## config.mk

```make
export PLATFORM = sky130hd
export DESIGN_NAME = hazard_ctrl
export DESIGN_NICKNAME = d
export VERILOG_FILES = /design/src/rtl/hazard_ctrl.sv
export SDC_FILE = /design/constraint.sdc
export NUM_CORES = 1
export LEC_CHECK = 0
export BUFFER_PORTS_ARGS = -buffer_cell sky130_fd_sc_hd__buf_2
export CORE_MARGIN = 5
export CORE_UTILIZATION = 46
export DETAILED_ROUTE_END_ITERATION = 16
export GPL_ROUTABILITY_DRIVEN = 0
export PLACE_DENSITY_LB_ADDON = 0.05
export SLEW_MARGIN = 40
export SYNTH_ARGS = -nofsm -noshare
export SYNTH_HDL_FRONTEND = slang
export SYNTH_SLANG_ARGS = --single-unit
```

## constraint.sdc

```tcl
create_clock -name clk -period 3.1 [get_ports clk]
set_input_delay 0.62 -clock clk [delete_from_list [all_inputs] [get_ports clk]]
set_output_delay 0.62 -clock clk [all_outputs]
set_load 0.01 [all_outputs]
```

## src/rtl/hazard_ctrl.sv

```systemverilog
`default_nettype none
// ============================================================================
//  Module      : hazard_ctrl
//  Description : Stall, flush and forwarding control for the five-stage core.
//                Detects load-use and CSR read-after-write hazards, freezes
//                the pipeline on data-memory wait, flushes on redirect, and
//                counts cycles spent with decode stalled (saturating).
//  Revision    : 1.0  initial release
// ============================================================================
module hazard_ctrl #(
    parameter int CNT_W = 32
) (
    input  logic             clk,
    input  logic             rst,
    input  logic [4:0]       r1AddrD,
    input  logic [4:0]       r2AddrD,
    input  logic             useR1D,
    input  logic             useR2D,
    input  logic             csrOpD,
    input  logic [4:0]       r1AddrE,
    input  logic [4:0]       r2AddrE,
    input  logic [4:0]       rdAddrE,
    input  logic [4:0]       rdAddrM,
    input  logic [4:0]       rdAddrW,
    input  logic             regWriteE,
    input  logic             regWriteM,
    input  logic             regWriteW,
    input  logic             loadE,
    input  logic             wrongBranch,
    input  logic             dmemWait,
    input  logic             clrCount,
    output logic             stallF,
    output logic             stallD,
    output logic             stallE,
    output logic             stallM,
    output logic             flushD,
    output logic             flushE,
    output logic [1:0]       fwdA,
    output logic [1:0]       fwdB,
    output logic [CNT_W-1:0] stallCount
);

    localparam logic [CNT_W-1:0] c_cnt_max = '1;
    localparam logic [CNT_W-1:0] c_cnt_one = {{(CNT_W-1){1'b0}}, 1'b1};

    // CSR-writing instruction present in E (bit 0), M (bit 1), W (bit 2)
    logic [2:0]       r_pend;
    logic [CNT_W-1:0] r_stall_count;

    logic w_src1_hit;
    logic w_src2_hit;
    logic w_load_use;
    logic w_csr_haz;

    // A load in E cannot feed D's operands until it reaches W
    assign w_src1_hit = useR1D & (r1AddrD == rdAddrE);
    assign w_src2_hit = useR2D & (r2AddrD == rdAddrE);
    assign w_load_use = loadE & regWriteE & (rdAddrE != 5'd0) & (w_src1_hit | w_src2_hit);
    assign w_csr_haz  = csrOpD & (|r_pend);

    // Forward select for one execute operand; M holds the newer value than W
    function automatic logic [1:0] fwd_sel(
        input logic [4:0] src,
        input logic       wr_m,
        input logic [4:0] rd_m,
        input logic       wr_w,
        input logic [4:0] rd_w
    );
        if (wr_m && (rd_m != 5'd0) && (rd_m == src)) begin
            fwd_sel = 2'b10;
        end else if (wr_w && (rd_w != 5'd0) && (rd_w == src)) begin
            fwd_sel = 2'b01;
        end else begin
            fwd_sel = 2'b00;
        end
    endfunction

    assign fwdA = fwd_sel(r1AddrE, regWriteM, rdAddrM, regWriteW, rdAddrW);
    assign fwdB = fwd_sel(r2AddrE, regWriteM, rdAddrM, regWriteW, rdAddrW);

    // Prioritised stall/flush decode: reset > freeze > redirect > hazard
    always_comb begin
        stallF = 1'b0;
        stallD = 1'b0;
        stallE = 1'b0;
        stallM = 1'b0;
        flushD = 1'b0;
        flushE = 1'b0;
        if (rst) begin
            flushD = 1'b1;
            flushE = 1'b1;
        end else if (dmemWait) begin
            // Whole pipe holds; a pending redirect stays in E until release
            stallF = 1'b1;
            stallD = 1'b1;
            stallE = 1'b1;
            stallM = 1'b1;
        end else if (wrongBranch) begin
            // D is discarded, so any hazard it carries is irrelevant
            flushD = 1'b1;
            flushE = 1'b1;
        end else if (w_load_use || w_csr_haz) begin
            stallF = 1'b1;
            stallD = 1'b1;
            flushE = 1'b1;
        end
    end

    // Track CSR writers down the pipe; a stalled/flushed D op enters E as a bubble
    always_ff @(posedge clk or posedge rst) begin
        if (rst) begin
            r_pend <= 3'b000;
        end else if (!dmemWait) begin
            r_pend <= {r_pend[1:0], csrOpD & ~flushE};
        end
    end

    // Saturating count of decode-stall cycles; clear wins over increment
    always_ff @(posedge clk or posedge rst) begin
        if (rst) begin
            r_stall_count <= '0;
        end else if (clrCount) begin
            r_stall_count <= '0;
        end else if (stallD && (r_stall_count != c_cnt_max)) begin
            r_stall_count <= r_stall_count + c_cnt_one;
        end
    end

    assign stallCount = r_stall_count;

endmodule
`default_nettype wire
```

Yosys cells after proc, flatten, opt, wreduce, memory -nomap -nowiden
Cells that the tools add are included.
{"block": "word_totals", "reg_bits": 35, "inputBits": 47, "out_inout_bits": 42, "word_cells": 50}
{"block": "op_classes", "addsub": 1, "n_eq_ne": 7, "muxes": 18, "bitwise_logic": 9, "n_reduce_logical": 13}
{"operator": "$mux 32", "n": 2}
{"operator": "$add 32x1->32 const B", "n": 1}
{"operator": "$ne 32x32->1 const B", "n": 1}
{"operator": "$eq 5x5->1", "n": 6}
{"operator": "$reduce_bool 5->1", "n": 3}
{"operator": "$mux 1", "n": 14}
{"operator": "$and 1x1->1", "n": 7}
{"operator": "$logic_and 1x1->1", "n": 7}
{"operator": "$mux 2", "n": 2}
{"operator": "$reduce_or 3->1", "n": 1}
{"operator": "$reduce_bool 2->1", "n": 1}
{"operator": "$logic_or 1x1->1", "n": 1}
{"operator": "$not 1->1", "n": 1}
{"operator": "$or 1x1->1", "n": 1}

Logic depth before layout (Yosys ltp)
{"block": "logic_depth", "ltp_word": 12, "depth_mapped": 9}

Worst setup path after synthesis
OpenSTA, ideal clock, no wires.
{"block": "synth_timing", "path_kind": "input to output", "startpoint": "in rdAddrE[1]", "endpoint": "out stallF", "arrival_time_ps": 2237, "required_ps": 2480, "slack_ps": 243, "stages": 6, "path_buffers": 2, "path_cell_list": "or3_1 o311a_2 a21oi_2 clkbuf_1 nor2_1 buf_4"}
{"block": "synth_between", "elab_chain_cells": 9, "elab_cells_between_ends": 13, "cone_classes": "eq/ne: 2; mux: 4; bitwise: 5; reduce/logical: 2"}
{"element": "from (decl)", "line_no": "22", "rtl": "input logic [4:0] rdAddrE,"}
{"element": "$eq 5x5->1 (on tied branches)", "line_no": "56, 57"}
{"element": "$and 1x1->1 (on tied branches)", "line_no": "56, 57"}
{"element": "$or 1x1->1", "line_no": "58", "rtl": "assign w_load_use = loadE & regWriteE & (rdAddrE != 5'd0) & (w_src1_hit | w_src2_hit);"}
{"element": "$and 1x1->1 (*)", "line_no": "58"}
{"element": "$logic_or 1x1->1 (*)", "line_no": "102", "rtl": "end else if (w_load_use || w_csr_haz) begin"}
{"element": "$mux 1 (*) (4 in series)"}
{"element": "to (decl)", "line_no": "32", "rtl": "output logic stallF,"}
Every way passes the cells marked *; elsewhere a longest branch is shown, timed or not.

Final worst setup path
{"block": "layout_timing", "startpoint": "in rdAddrM[1]", "endpoint": "out fwdB[0]"}
{"block": "layout_between", "elab_chain_cells": 4, "elab_cells_between_ends": 5, "cone_classes": "eq/ne: 1; mux: 1; reduce/logical: 3"}
{"element": "from (decl)", "line_no": "23", "rtl": "input logic [4:0] rdAddrM,"}
{"element": "$reduce_bool 5->1", "line_no": "69", "rtl": "if (wr_m && (rd_m != 5'd0) && (rd_m == src)) begin"}
{"element": "$logic_and 1x1->1", "line_no": "69"}
{"element": "$logic_and 1x1->1 (*)", "line_no": "69"}
{"element": "$mux 2 (*)", "line_no": "69"}
{"element": "to (decl)", "line_no": "39", "rtl": "output logic [1:0] fwdB,"}
Marked as above.

==> impl_metrics.ini <==
[worst_setup_path]
slowest_stage = or4_1
r2r-start = stallCount[14]
cp.depth = 6
cp.required_ns = 2.48
reg2reg_depth = 8
path_buf_inv = 2
r2r_end = stallCount[12]
crit_path_max_fanout = 3
worstSetupStartpointType = input port
worst-r2r-setup-slack_ns = 0.54
critPathCaptureType = primary output
critPathTopFamily = simple AND/OR/NAND/NOR gates
cp.arrival_ns = 2.10
path_class = in2out
crit_chain = buf_2 -> or4_1 -> o21ai_0 -> nor4_1 -> nor4_1 -> buf_2
slowest_delay_ns = 0.51

[power]
worst_ir_drop_vdd_mv = 0.217
netSwitchingFraction = 0.261
p_per_area_nw_per_um2 = 324
p_sw_mw = 0.249
intPower_mw = 0.707
power_frac_comb = 0.170
power.share.sequential = 0.490
p_leak_nw = 1.33
clockPowerShare = 0.340

[synthesis]
avgSynthCellArea_sq_um = 9.01
synth_compound_area_frac = 0.0562
synth_commonest_cells = xnor2_1, dfrtp_1, nor2_1, nand2_1, nand3_1
synth_top_area_share = 0.371
ys_ff_latch = 35
yosysWarnings = 0
synthesis.nets = 310
ys.flop_type = dfrtp_1
synthCells = 262
synth_fa_ha_area_frac = 0.00530
synthMuxAreaShare = 0.0191
synth_edf_count = 0
synthesis.area_sq_um = 2360
post-synth-top-count-cell = xnor2_1
ys_top_cells_by_area = dfrtp_1, xnor2_1, xor2_1
synth_top_family_by_area = simple AND/OR/NAND/NOR gates
synth_cell_types = 39
yosys.area_share.simple = 0.309
ys_seq_area_frac = 0.371
async_reset_ff_frac = 1.00
synth_area_leader_cell = dfrtp_1
synthXorXnorAreaFrac = 0.200

[global_route]
antenna_found_initial = 0
grt_pass1_wl_um = 9450
grt_usage = 0.179
grt_max_degree = 36
globalRouteOverflowTotal = 0
grt_pass1_vias = 2078

[route]
vias_per_cell = 5.22
first_pass_iters = 5
num_vias = 2207
antenna_left = 0
routed_wl_um = 5960
drcViolationCount = 0
drtIter0Drc = 65
avgRoutedWirePerCell_um = 14.1

[timing]
tns_ns = 0
fin_worst_skew_ns = 0.00715
maxSlewHeadroom = 0.593
slew_violations = 0
timing.hold.ws_ns = 0.477
min_period_ns = 2.72
period_share = 0.879
setup_violations = 0
hold_viol_final = 0
rsz0062_at_grt = no
tightestPinTransition_ns = 0.611
clock.fmax_mhz = 367

[cells_and_area]
syn2layout_area_growth_pct = 25.0
fill_cells = 459
drive_gt1_frac = 0.331
nNetsFinal = 401
n_antenna_cell = 0

[floorplanning]
fp.dieW_um = 81.6
num_io_pins = 89
core_sq_um = 5040
initial_utilization = 0.468
num_rows = 26
die-area_sq_um = 6670
chipHeight_um = 81.6

[cts]
cts_root_buffer = clkbuf_8
post_cts_resized = 0
clk_pin_slew_ns = 0.06
post_cts_buffers = 0
clockBufferDepth = 2
cts_buffers = 5
cts-htree-levels = 2
clock-sinks = 35
clk_latency_ns = 0.28
hold_buffers = 0
cts_tree = built

[placement]
hpwl_um = 4460
io_buffers = 88

[job]
maxCapViolCount = 0

[outcome]
status = complete, no violations

[min_path]
hp-class = in2async
[placed cells by master (no fill, tap or decap), drive strengths merged]
| cell | synthesis | routed |
|---|---|---|
| and4 | 4 | 4 |
| or2 | 2 | 2 |
| nor2 | 32 | 32 |
| buf | 5 | 95 |
| inv | 4 | 4 |
| and3 | 4 | 4 |
| o311a | 1 | 1 |
| a21oi | 8 | 8 |
| clkbuf | 5 | 6 |
| nand3 | 16 | 16 |
| xnor2 | 40 | 40 |
| nor3b | 3 | 3 |
| clkinv | 0 | 1 |
| o22ai | 1 | 1 |
| nor4b | 1 | 1 |
| dfrtp | 35 | 35 |
| xor2 | 14 | 14 |
| o31ai | 2 | 2 |
| or4 | 6 | 6 |
| nand2 | 20 | 20 |
| or3 | 8 | 8 |
| nand4 | 10 | 10 |
| mux2 | 4 | 4 |
| o21ai | 9 | 9 |
| nor4 | 17 | 17 |
| nor2b | 2 | 2 |
| nor3 | 7 | 7 |
| ha | 1 | 1 |
[worst min-delay path, stage by stage]
cell and delay [ns]:
buf_2 0.11, inv_1 0.06, buf_4 0.39
[area by class of cell]
| type | count | area (sq um) | area share |
|---|---|---|---|
| Clock buffer | 6 | 82.6 | 0.0280 |
| Multi-Input combinational cell | 212 | 1390 | 0.472 |
| Tap cell | 70 | 87.6 | 0.0297 |
| Inverter | 4 | 15.0 | 0.00509 |
| Timing Repair Buffer | 95 | 493 | 0.167 |
| Clock inverter | 1 | 5.00 | 0.00170 |
| Sequential cell | 35 | 876 | 0.297 |
[sequential cells by signal, indices dropped and copies added, names as in the netlist]
signal,cells
stallCount,32
r_pend,3
[power groups by stage]
stage                     sequential, mW  clock [mW]  combinational (mW)
after floorplan                    0.477           0              0.0935
after global placement             0.477           0               0.163
after detailed placement           0.477           0               0.163
after CTS                          0.468       0.339               0.164
after global routing               0.469       0.363               0.180
final                              0.468       0.325               0.163
[routing by layer]
layer | up-vias | global-route usage | routed length, um | part of all wire
met5 | - | 0 | 0 | 0
met4 | 0 | 0.0482 | 28 | 0.0047
met3 | 4 | 0.0482 | 475 | 0.080
met2 | 79 | 0.297 | 2750 | 0.46
met1 | 1021 | 0.231 | 2710 | 0.45
li1 | 1103 | - | - | -
[stage by stage]
stage | cell area (sq um) | cells | power (mW) | util | setup slack [ns]
2_1_floorplan | 2360 | 262 | 0.570 | - | 0.243
5_1_grt | 2950 | 423 | 1.01 | 0.585 | 0.270
4_1_cts | 2950 | 423 | 0.972 | 0.585 | 0.395
3_3_place_gp | 2860 | 416 | 0.639 | 0.568 | 0.460
6_report | 2950 | 423 | 0.956 | 0.585 | 0.376
3_5_place_dp | 2860 | 416 | 0.640 | 0.568 | 0.390
[worst max-delay path by stage]
| stage | start | endpoint | slack, ns |
|---|---|---|---|
| final | rdAddrM[1] | fwdB[0] | 0.38 |
| after global routing | rdAddrM[1] | fwdA[0] | 0.27 |
| after CTS | rdAddrM[1] | fwdA[0] | 0.39 |
| after detailed placement | rdAddrM[1] | fwdA[0] | 0.39 |
| after global placement | rdAddrE[2] | stallCount[31] | 0.46 |
| after floorplan | rdAddrE[1] | stallF | 0.24 |
[cell families (layout without fill, tap and decap cells)]
| kind of cell | after synthesis | count (layout) |
|---|---|---|
| AO/OA/AOI/OAI | 21 | 21 |
| buffers and inverters | 15 | 106 |
| multiplexers | 4 | 4 |
| AND/OR/NAND/NOR | 132 | 132 |
| flip-flops | 35 | 35 |
| XOR/XNOR | 54 | 54 |
| adder cells (fa/ha/maj) | 1 | 1 |
No activity file was read; power rests on OpenSTA's default activity.
